### config.mk
export PLATFORM = sky130hd
export DESIGN_NAME = ir_key_filter
export DESIGN_NICKNAME = d
export VERILOG_FILES = /design/src/rtl/ir_key_filter.sv
export SDC_FILE = /design/constraint.sdc
export NUM_CORES = 1
export LEC_CHECK = 0
export ABC_AREA = 0
export BUFFER_PORTS_ARGS = -buffer_cell sky130_fd_sc_hd__buf_2
export CAP_MARGIN = 15
export CORE_MARGIN = 1
export CORE_UTILIZATION = 58
export CTS_CLUSTER_SIZE = 8
export DETAILED_ROUTE_END_ITERATION = 6
export PLACE_DENSITY = 0.95
export SYNTH_ARGS = -nofsm -noshare
export SYNTH_HDL_FRONTEND = slang
export SYNTH_SLANG_ARGS = --single-unit
### constraint.sdc
create_clock -name clk -period 5 [get_ports clk]
set_input_delay 0.25 -clock clk [delete_from_list [all_inputs] [get_ports clk]]
set_output_delay 0.25 -clock clk [all_outputs]
set_load 0.005 [all_outputs]
### src/rtl/ir_key_filter.sv
// NEC key post-processor: validates decoder frames, tracks key hold with a
// timeout and presents each accepted frame as a sticky valid/ack key event.
module ir_key_filter #(
  parameter int unsigned HOLD_TICKS  = 2000000,
  parameter bit          STRICT_ADDR = 1'b1
) (
  input  logic        clk,
  input  logic        rst_n,
  input  logic        enable,
  input  logic        frame_ready,
  input  logic [31:0] frame_data,
  input  logic        key_ack,
  output logic        key_valid,
  output logic [15:0] key_addr,
  output logic [7:0]  key_code,
  output logic        key_repeat,
  output logic        key_held,
  output logic        overflow,
  output logic        frame_error
);

  typedef enum logic {
    IDLE = 1'b0,
    HELD = 1'b1
  } state_t;

  localparam logic [23:0] HOLD_LOAD = 24'(HOLD_TICKS);

  state_t      state, state_next;
  logic [23:0] cnt, cnt_next;
  logic        ready_q;
  logic        primed;
  logic [15:0] last_addr;
  logic [7:0]  last_code;

  logic [7:0]  f_addr, f_naddr, f_cmd, f_ncmd;
  logic [15:0] new_addr;
  logic        frame_event, accept_event, frame_valid;
  logic        post, bad, match, post_repeat;

  assign f_addr  = frame_data[7:0];
  assign f_naddr = frame_data[15:8];
  assign f_cmd   = frame_data[23:16];
  assign f_ncmd  = frame_data[31:24];

  // The very first ready edge is the decoder's power-up timeout, not a key.
  assign frame_event  = enable & frame_ready & ~ready_q;
  assign accept_event = frame_event & primed;

  assign frame_valid = (f_ncmd == ~f_cmd) && (!STRICT_ADDR || (f_naddr == ~f_addr));
  assign new_addr    = STRICT_ADDR ? {8'h00, f_addr} : frame_data[15:0];

  assign post  = accept_event & frame_valid;
  assign bad   = accept_event & ~frame_valid;
  assign match = (new_addr == last_addr) && (f_cmd == last_code);

  assign key_held = (state == HELD);

  always_comb begin
    state_next  = state;
    cnt_next    = cnt;
    post_repeat = 1'b0;
    case (state)
      IDLE: begin
        if (post) begin
          state_next = HELD;
          cnt_next   = HOLD_LOAD;
        end
      end
      HELD: begin
        // A rejected frame leaves the hold counter untouched for that cycle.
        if (post) begin
          cnt_next    = HOLD_LOAD;
          post_repeat = match;
        end else if (enable && !bad) begin
          if (cnt <= 24'd1) begin
            cnt_next   = '0;
            state_next = IDLE;
          end else begin
            cnt_next = cnt - 24'd1;
          end
        end
      end
      default: begin
        state_next = IDLE;
        cnt_next   = '0;
      end
    endcase
  end

  always_ff @(posedge clk or negedge rst_n) begin
    if (!rst_n) begin
      state     <= IDLE;
      cnt       <= '0;
      ready_q   <= 1'b0;
      primed    <= 1'b0;
      last_addr <= '0;
      last_code <= '0;
    end else begin
      state <= state_next;
      cnt   <= cnt_next;
      if (enable) begin
        ready_q <= frame_ready;
      end
      if (frame_event) begin
        primed <= 1'b1;
      end
      if (post) begin
        last_addr <= new_addr;
        last_code <= f_cmd;
      end
    end
  end

  // A new event always wins over a same-cycle acknowledge.
  always_ff @(posedge clk or negedge rst_n) begin
    if (!rst_n) begin
      key_valid   <= 1'b0;
      key_addr    <= '0;
      key_code    <= '0;
      key_repeat  <= 1'b0;
      overflow    <= 1'b0;
      frame_error <= 1'b0;
    end else begin
      frame_error <= bad;
      if (post) begin
        key_valid  <= 1'b1;
        key_addr   <= new_addr;
        key_code   <= f_cmd;
        key_repeat <= post_repeat;
        if (key_ack) begin
          overflow <= 1'b0;
        end else if (key_valid) begin
          overflow <= 1'b1;
        end
      end else if (key_ack) begin
        key_valid <= 1'b0;
        overflow  <= 1'b0;
      end
    end
  end

endmodule

==> metrics.txt, run 1 <==
Yosys cell types=56; portion of the post-synthesis area used by sequential elements=43.4%; Period minus WS final=2.67 ns; Final Non-Filler Cells=380; Core Footprint=4410 um^2; number of buffers created by CTS=5; end-of-flow core utilization=69.9%; final weighted congestion in routability-driven placement=0.818; Slew headroom=28.7%; routed length per placed instance=16.8 um; final HPWL from detailed placement=4.58 mm; final critical-path setup slack=2.33 ns; biggest regs=cnt: 24 flops, key_code: 8 flops, last_addr: 8 flops; Power Dens Cells=219 nW/um^2; kind of path behind the tightest hold check=in -> async; number of flops mapped to enable cells by yosys=0; x dimension of the die=70.4 um; global route overflow=0; total length of routed wires=6.37 mm; Final Max Slew Viols=0; largest net degree at the start of global routing=48; flip-flop count of the largest register, all copies and words added=24; area enclosed by the die boundary=4950 um^2; Startpoint Class=flip-flop; number of DRC violations after detailed routing=0; IO Port Bufs=57; kind of cell adding the most delay to the critical path=simple AND/OR/NAND/NOR gates; Mean Syn Cell Area=9.97 um^2; Boundary Pins=66; number of warnings reported in the yosys synthesis log=0; TritonCTS clock tree=done; Static Leakage=1.45 nW; wire length of the first global-routing pass=10.6 mm; number of endpoints failing setup at the final stage=0; RSZ-0062 raised after global routing=no; number of vias in the routed layout=2348; post-synthesis cell area=2710 um^2; placed cell count=373; post-CTS setup buffer count=0; area grow syn2layout=13.8%; post-cts gate resize count=0; Crit path buffers/inverters=1; Max stage delay cell, worst path=sky130_fd_sc_hd__nor4_1; Total Nets Final=367; placed inst area=3000 um^2; outcome=complete, no violations; starting utilization of the core area=61.4%; #FFs+latches synth=47; Clock Skews=0.00592 ns; Main synth FF type=sky130_fd_sc_hd__dfrtp_1; share of flip-flops with an asynchronous set or reset=100%; vias in the first global route=2266; count of antenna-violating nets left after detailed routing=0; aggregate negative setup slack=0 ns; Die Ht=70.4 um; Biggest register=cnt; Via-to-Cell Ratio=6.18; share of cells above drive strength 1=22.3%; Pre-antenna DRT Iters=4; Global Route Usage Sum=27.2%; Data required, critical path=5.14 ns; Peak VDD IR=0.000161 V; Setup CP Type=reg -> reg; antenna violations before repair=0; CP endpoint kind=flip-flop; minimum setup slack after placement=2.25 ns; leading cell types in the layout, fill and taps excluded=sky130_fd_sc_hd__buf_2 (57), sky130_fd_sc_hd__dfrtp_1 (47), sky130_fd_sc_hd__xnor2_1 (28); Mapped Cells=272; most common library cell in the layout ignoring fill and taps=sky130_fd_sc_hd__buf_2; post-route clock period utilization=53.4%; number of logic stages on the critical path including buffering=6; Max FO, Critical Path=16; cells traversed along the worst timing path=nor4_1 -> and4_1 -> a21oi_1 -> buf_4 -> a41oi_1 -> a31oi_1; post-route standard cell area excluding fillers=3090 um^2; Final Hold Viols=0; peak per-stage delay on the critical path=0.60 ns; number of core rows=24; clock insertion delay at the later pin of the skew report=0.30 ns; clk slew on worst S/H paths=0.08 ns; clock tree root buffer cell=sky130_fd_sc_hd__clkbuf_8; max_cap viols=0; cts hold-fix bufs=0; CTS HTree Levels=2; Achievable Freq=0.374 GHz; arrival time of the worst setup path=2.81 ns; number of inserted diodes=0; number of cells on the worst reg-to-reg path=6; number of buffers on the longest clock path=2; number of violations reported at the end of detailed-routing iteration 0=228; Slew @ Worst Pin=1.06 ns; clk sink count=47
==> report_power, final <==
group	leakage, nW	switching (W)	total (W)	internal (W)
logic	0.792	0.0000326	0.0000585	0.0000260
registers	0.608	0.00000103	0.000382	0.000381
clock network	0.0470	0.000125	0.000234	0.000109
total	1.45	0.000159	0.000675	0.000516
==> layout make-up <==
| cell class | instances | area, um^2 |
|---|---|---|
| tap | 52 | 65.1 |
| fill | 310 | 1330 |
| multi-input combinational | 204 | 1420 |
| timing repair buffer | 58 | 293 |
| clock inverter | 1 | 5.00 |
| inverter | 12 | 45.0 |
| clock buffer | 6 | 82.6 |
| sequential | 47 | 1180 |
==> cells in the mapped netlist (2+ instances only) <==
cell                        n  area share (%)
sky130_fd_sc_hd__mux2_1    16             6.6
sky130_fd_sc_hd__o21ai_0    9             1.7
sky130_fd_sc_hd__nand4b_1   2            0.65
sky130_fd_sc_hd__dfrtp_1   47              43
sky130_fd_sc_hd__a21oi_1    8             1.5
sky130_fd_sc_hd__nand2b_1   2            0.46
sky130_fd_sc_hd__nor4_1    10             2.3
sky130_fd_sc_hd__xnor2_1   28             9.0
sky130_fd_sc_hd__nand2_1   18             2.5
sky130_fd_sc_hd__clkbuf_1   3            0.42
sky130_fd_sc_hd__or3_1      2            0.46
sky130_fd_sc_hd__nand4_1    5             1.2
sky130_fd_sc_hd__o21ai_1    9             1.7
sky130_fd_sc_hd__o211ai_1   2            0.55
sky130_fd_sc_hd__a41oi_1    2            0.65
sky130_fd_sc_hd__o22ai_1    2            0.46
sky130_fd_sc_hd__a31oi_1   13             3.0
sky130_fd_sc_hd__ha_1       2            0.92
sky130_fd_sc_hd__and2_1     4            0.92
sky130_fd_sc_hd__buf_2      5            0.92
sky130_fd_sc_hd__nand3_1    8             1.5
sky130_fd_sc_hd__nor3_1     9             1.7
sky130_fd_sc_hd__nor2_1    12             1.7
sky130_fd_sc_hd__buf_4      8             2.2
sky130_fd_sc_hd__xor2_1     4             1.3
sky130_fd_sc_hd__inv_1     12             1.7
==> per-stage QoR <==
stage                     power, W  hold slack [ns]
after global placement    0.000445            0.456
after detailed placement  0.000448            0.468
after floorplan           0.000418          -0.0456
after CTS                 0.000675            0.150
final                     0.000675            0.135
after global routing      0.000700            0.149
==> logic make-up (layout without fill, tap and decap cells) <==
logic type      Yosys count  in the layout  share of synthesized area, %
fa+ha+maj                 2              2                         0.923
simple gates             84             84                          17.6
compound gates           61             61                          15.4
other cells               1              8                         0.138
buf+inv                  28             77                          5.21
flops                    47             47                          43.4
xor+xnor                 32             32                          10.3
mux                      17             17                          7.01
==> metal layers <==
metal | share of wire [%] | GRT usage, % | up-vias
li1 | - | - | 1089
met1 | 41 | 34.9 | 1135
met2 | 51 | 45.3 | 111
met3 | 6.1 | 6.35 | 13
met4 | 1.8 | 8.89 | 0
met5 | 0 | 0 | -
==> path summary, 6_finish.rpt <==
path | startpoint | endpoint | slack (ns)
max | cnt[12] | cnt[21] | 2.33
min reg2reg | overflow | overflow | 0.50
max in group asynchronous | rst_n | cnt[7] | 4.23
min in group clk | key_ack | key_valid | 0.15
min | rst_n | key_code[1] | 0.14
max reg2reg | cnt[12] | cnt[21] | 2.33
Power figures use the tool's default switching activity.
==> run 2: changes to the inputs <==
- CORE_UTILIZATION: 58 -> 48
- PLACE_DENSITY: 0.95 -> 0.85
- clock period: 5 -> 2.2 ns (I/O delays scaled with it)
==> run 2 against run 1 <==
Sequential power up 130%. Clock-buffer cell count increased by 1. Critical path depth shrank 1. Cell area rose by 6.6%. Register-to-register slack got worse by 2.3 ns. Combinational power up 130%. Clock skew grew 0.0036 ns. Global-route usage fell by 4.5 points. Flip-flop and latch count unchanged. Worst hold slack lost 0.13 ns. Critical path type unchanged.
==> metrics.txt, run 2 (synthesis results as in run 1) <==
Clock Skews=0.00954 ns; Achievable Freq=0.463 GHz; Crit path buffers/inverters=0; number of buffers created by CTS=5; Die Ht=77.2 um; worst reg2reg setup slack=0.04 ns; number of core rows=26; Power Dens Cells=457 nW/um^2; number of violations reported at the end of detailed-routing iteration 0=212; RSZ-0062 raised after global routing=no; TritonCTS clock tree=done; Slew headroom=51.9%; CTS HTree Levels=2; Core Footprint=5270 um^2; number of fill cells in the layout=422; max_cap viols=0; Period minus WS final=2.16 ns; post-route standard cell area excluding fillers=3290 um^2; Max stage delay cell, worst path=sky130_fd_sc_hd__or4_4; endpoint of the worst register-to-register path=cnt[15]; arrival time of the worst setup path=2.32 ns; flip-flop count of the largest register, all copies and words added=24; Peak VDD IR=0.000245 V; placed inst area=3150 um^2; starting utilization of the core area=51.4%; global route overflow=0; Setup CP Type=reg -> reg; most common library cell in the layout ignoring fill and taps=sky130_fd_sc_hd__buf_2; clock insertion delay at the later pin of the skew report=0.30 ns; clk sink count=47; kind of path behind the tightest hold check=in -> reg; Final Max Slew Viols=0; Via-to-Cell Ratio=5.73; number of endpoints failing setup at the final stage=0; Global Route Usage Sum=22.7%; Biggest register=cnt; largest net degree at the start of global routing=32; count of antenna-violating nets left after detailed routing=0; final weighted congestion in routability-driven placement=0.878; Static Leakage=1.55 nW; Pre-antenna DRT Iters=6; aggregate negative setup slack=0 ns; vias in the first global route=2325; outcome=complete, no violations; number of cells on the worst reg-to-reg path=5; wire length of the first global-routing pass=10.7 mm; final HPWL from detailed placement=4.82 mm; crit-path most repeated cell=sky130_fd_sc_hd__or3_4; Data required, critical path=2.36 ns; kind of cell adding the most delay to the critical path=simple AND/OR/NAND/NOR gates; Startpoint Class=flip-flop; area grow syn2layout=21.4%; number of logic stages on the critical path including buffering=5; Final Non-Filler Cells=419; number of DRC violations after detailed routing=0; routed length per placed instance=15.7 um; Final Hold Viols=0; Boundary Pins=66; Max FO, Critical Path=5; number of inserted diodes=0; antenna violations before repair=0; Total Nets Final=387; biggest regs=cnt: 24 flops, key_code: 8 flops, last_addr: 8 flops; number of vias in the routed layout=2399; Slew @ Worst Pin=0.722 ns; post-route clock period utilization=98.2%; cells traversed along the worst timing path=or3_4 -> or4_4 -> or3_4 -> a221oi_4 -> o221ai_2; crit path capture=cnt[15]; peak per-stage delay on the critical path=0.44 ns; clk slew on worst S/H paths=0.09 ns; x dimension of the die=77.2 um; area enclosed by the die boundary=5950 um^2; CP endpoint kind=flip-flop; number of buffers on the longest clock path=2; placed cell count=407; leading cell types in the layout, fill and taps excluded=sky130_fd_sc_hd__buf_2 (57), sky130_fd_sc_hd__dfrtp_1 (47), sky130_fd_sc_hd__xnor2_1 (28); IO Port Bufs=57; share of cells above drive strength 1=26.6%; total length of routed wires=6.59 mm; critical path launch point=cnt[10]; source of the worst register-to-register timing path=cnt[10]; clock tree root buffer cell=sky130_fd_sc_hd__clkbuf_8
run 2: cell types whose count changed in the layout (fill, tap and decap cells not counted), sizes merged:
cell	previous run	this run
dlygate4sd3	0	1
buf	58	77
clkbuf	6	7
run 2: timing repair:
| action | in CTS | in global routing |
|---|---|---|
| pin swaps | 1 | 3 |
| gates resized for setup | 0 | 3 |
| hold buffers | 1 | 0 |
| buffers inserted | 0 | 3 |
| endpoints found under the setup margin | 1 | 1 |
| hold endpoints to repair | 29 | 0 |
run 2: cell type report:
cell class | instances | area, um^2 | share of cell area (%)
Clock inverter | 1 | 5.00 | 0.152
Tap cell | 70 | 87.6 | 2.66
Clock buffer | 7 | 76.3 | 2.32
Timing Repair Buffer | 78 | 458 | 13.9
Inverter | 12 | 45.0 | 1.37
Sequential cell | 47 | 1180 | 35.7
Multi-Input combinational cell | 204 | 1440 | 43.8
run 2: worst min-delay path by stage:
| stage | from | end | slack [ns] | depth (start not counted) |
|---|---|---|---|---|
| after floorplan | rst_n | cnt[0] | -0.19 | 0 |
| after global placement | rst_n | key_code[6] | 0.20 | 1 |
| after CTS | key_ack | key_valid | 0.002 | 2 |
| after global routing | key_ack | key_valid | 0.02 | 2 |
| after detailed placement | rst_n | last_addr[4] | 0.20 | 1 |
| final | key_ack | key_valid | 0.005 | 2 |
run 2: power breakdown:
group          internal, W  total [W]  switching, W  leakage (nW)
sequential        0.000866   0.000868    0.00000237         0.608
combinational    0.0000639   0.000137     0.0000733         0.900
clock             0.000223   0.000497      0.000274        0.0422
total              0.00115    0.00150      0.000349          1.55
run 2: through the flow:
| step | utilization (%) | total power [W] | setup slack [ns] | hold WS (ns) |
|---|---|---|---|---|
| 6_report | 62.4 | 0.00150 | 0.0399 | 0.00496 |
| 5_1_grt | 62.4 | 0.00156 | 0.00678 | 0.0225 |
| 4_1_cts | 61.6 | 0.00152 | 0.0141 | 0.00182 |
| 3_5_place_dp | 59.9 | 0.00102 | 0.0235 | 0.201 |
| 3_3_place_gp | 59.9 | 0.00102 | 0.104 | 0.196 |
| 2_1_floorplan | - | 0.000951 | 0.139 | -0.186 |
run 2: metal layers:
layer | up-vias | global-route usage, % | wire [um]
met5 | - | 0 | 0
met4 | 0 | 11.1 | 184
met3 | 20 | 5.00 | 368
met2 | 98 | 36.9 | 3310
met1 | 1149 | 28.5 | 2730
li1 | 1132 | - | -
run 2: worst register-to-register path, cell delays in order, from the launching register on:
cell                       delay (ns)
sky130_fd_sc_hd__dfrtp_1         0.41
sky130_fd_sc_hd__or3_4           0.41
sky130_fd_sc_hd__or4_4           0.44
sky130_fd_sc_hd__or3_4           0.36
sky130_fd_sc_hd__a221oi_4        0.29
sky130_fd_sc_hd__o221ai_2        0.12
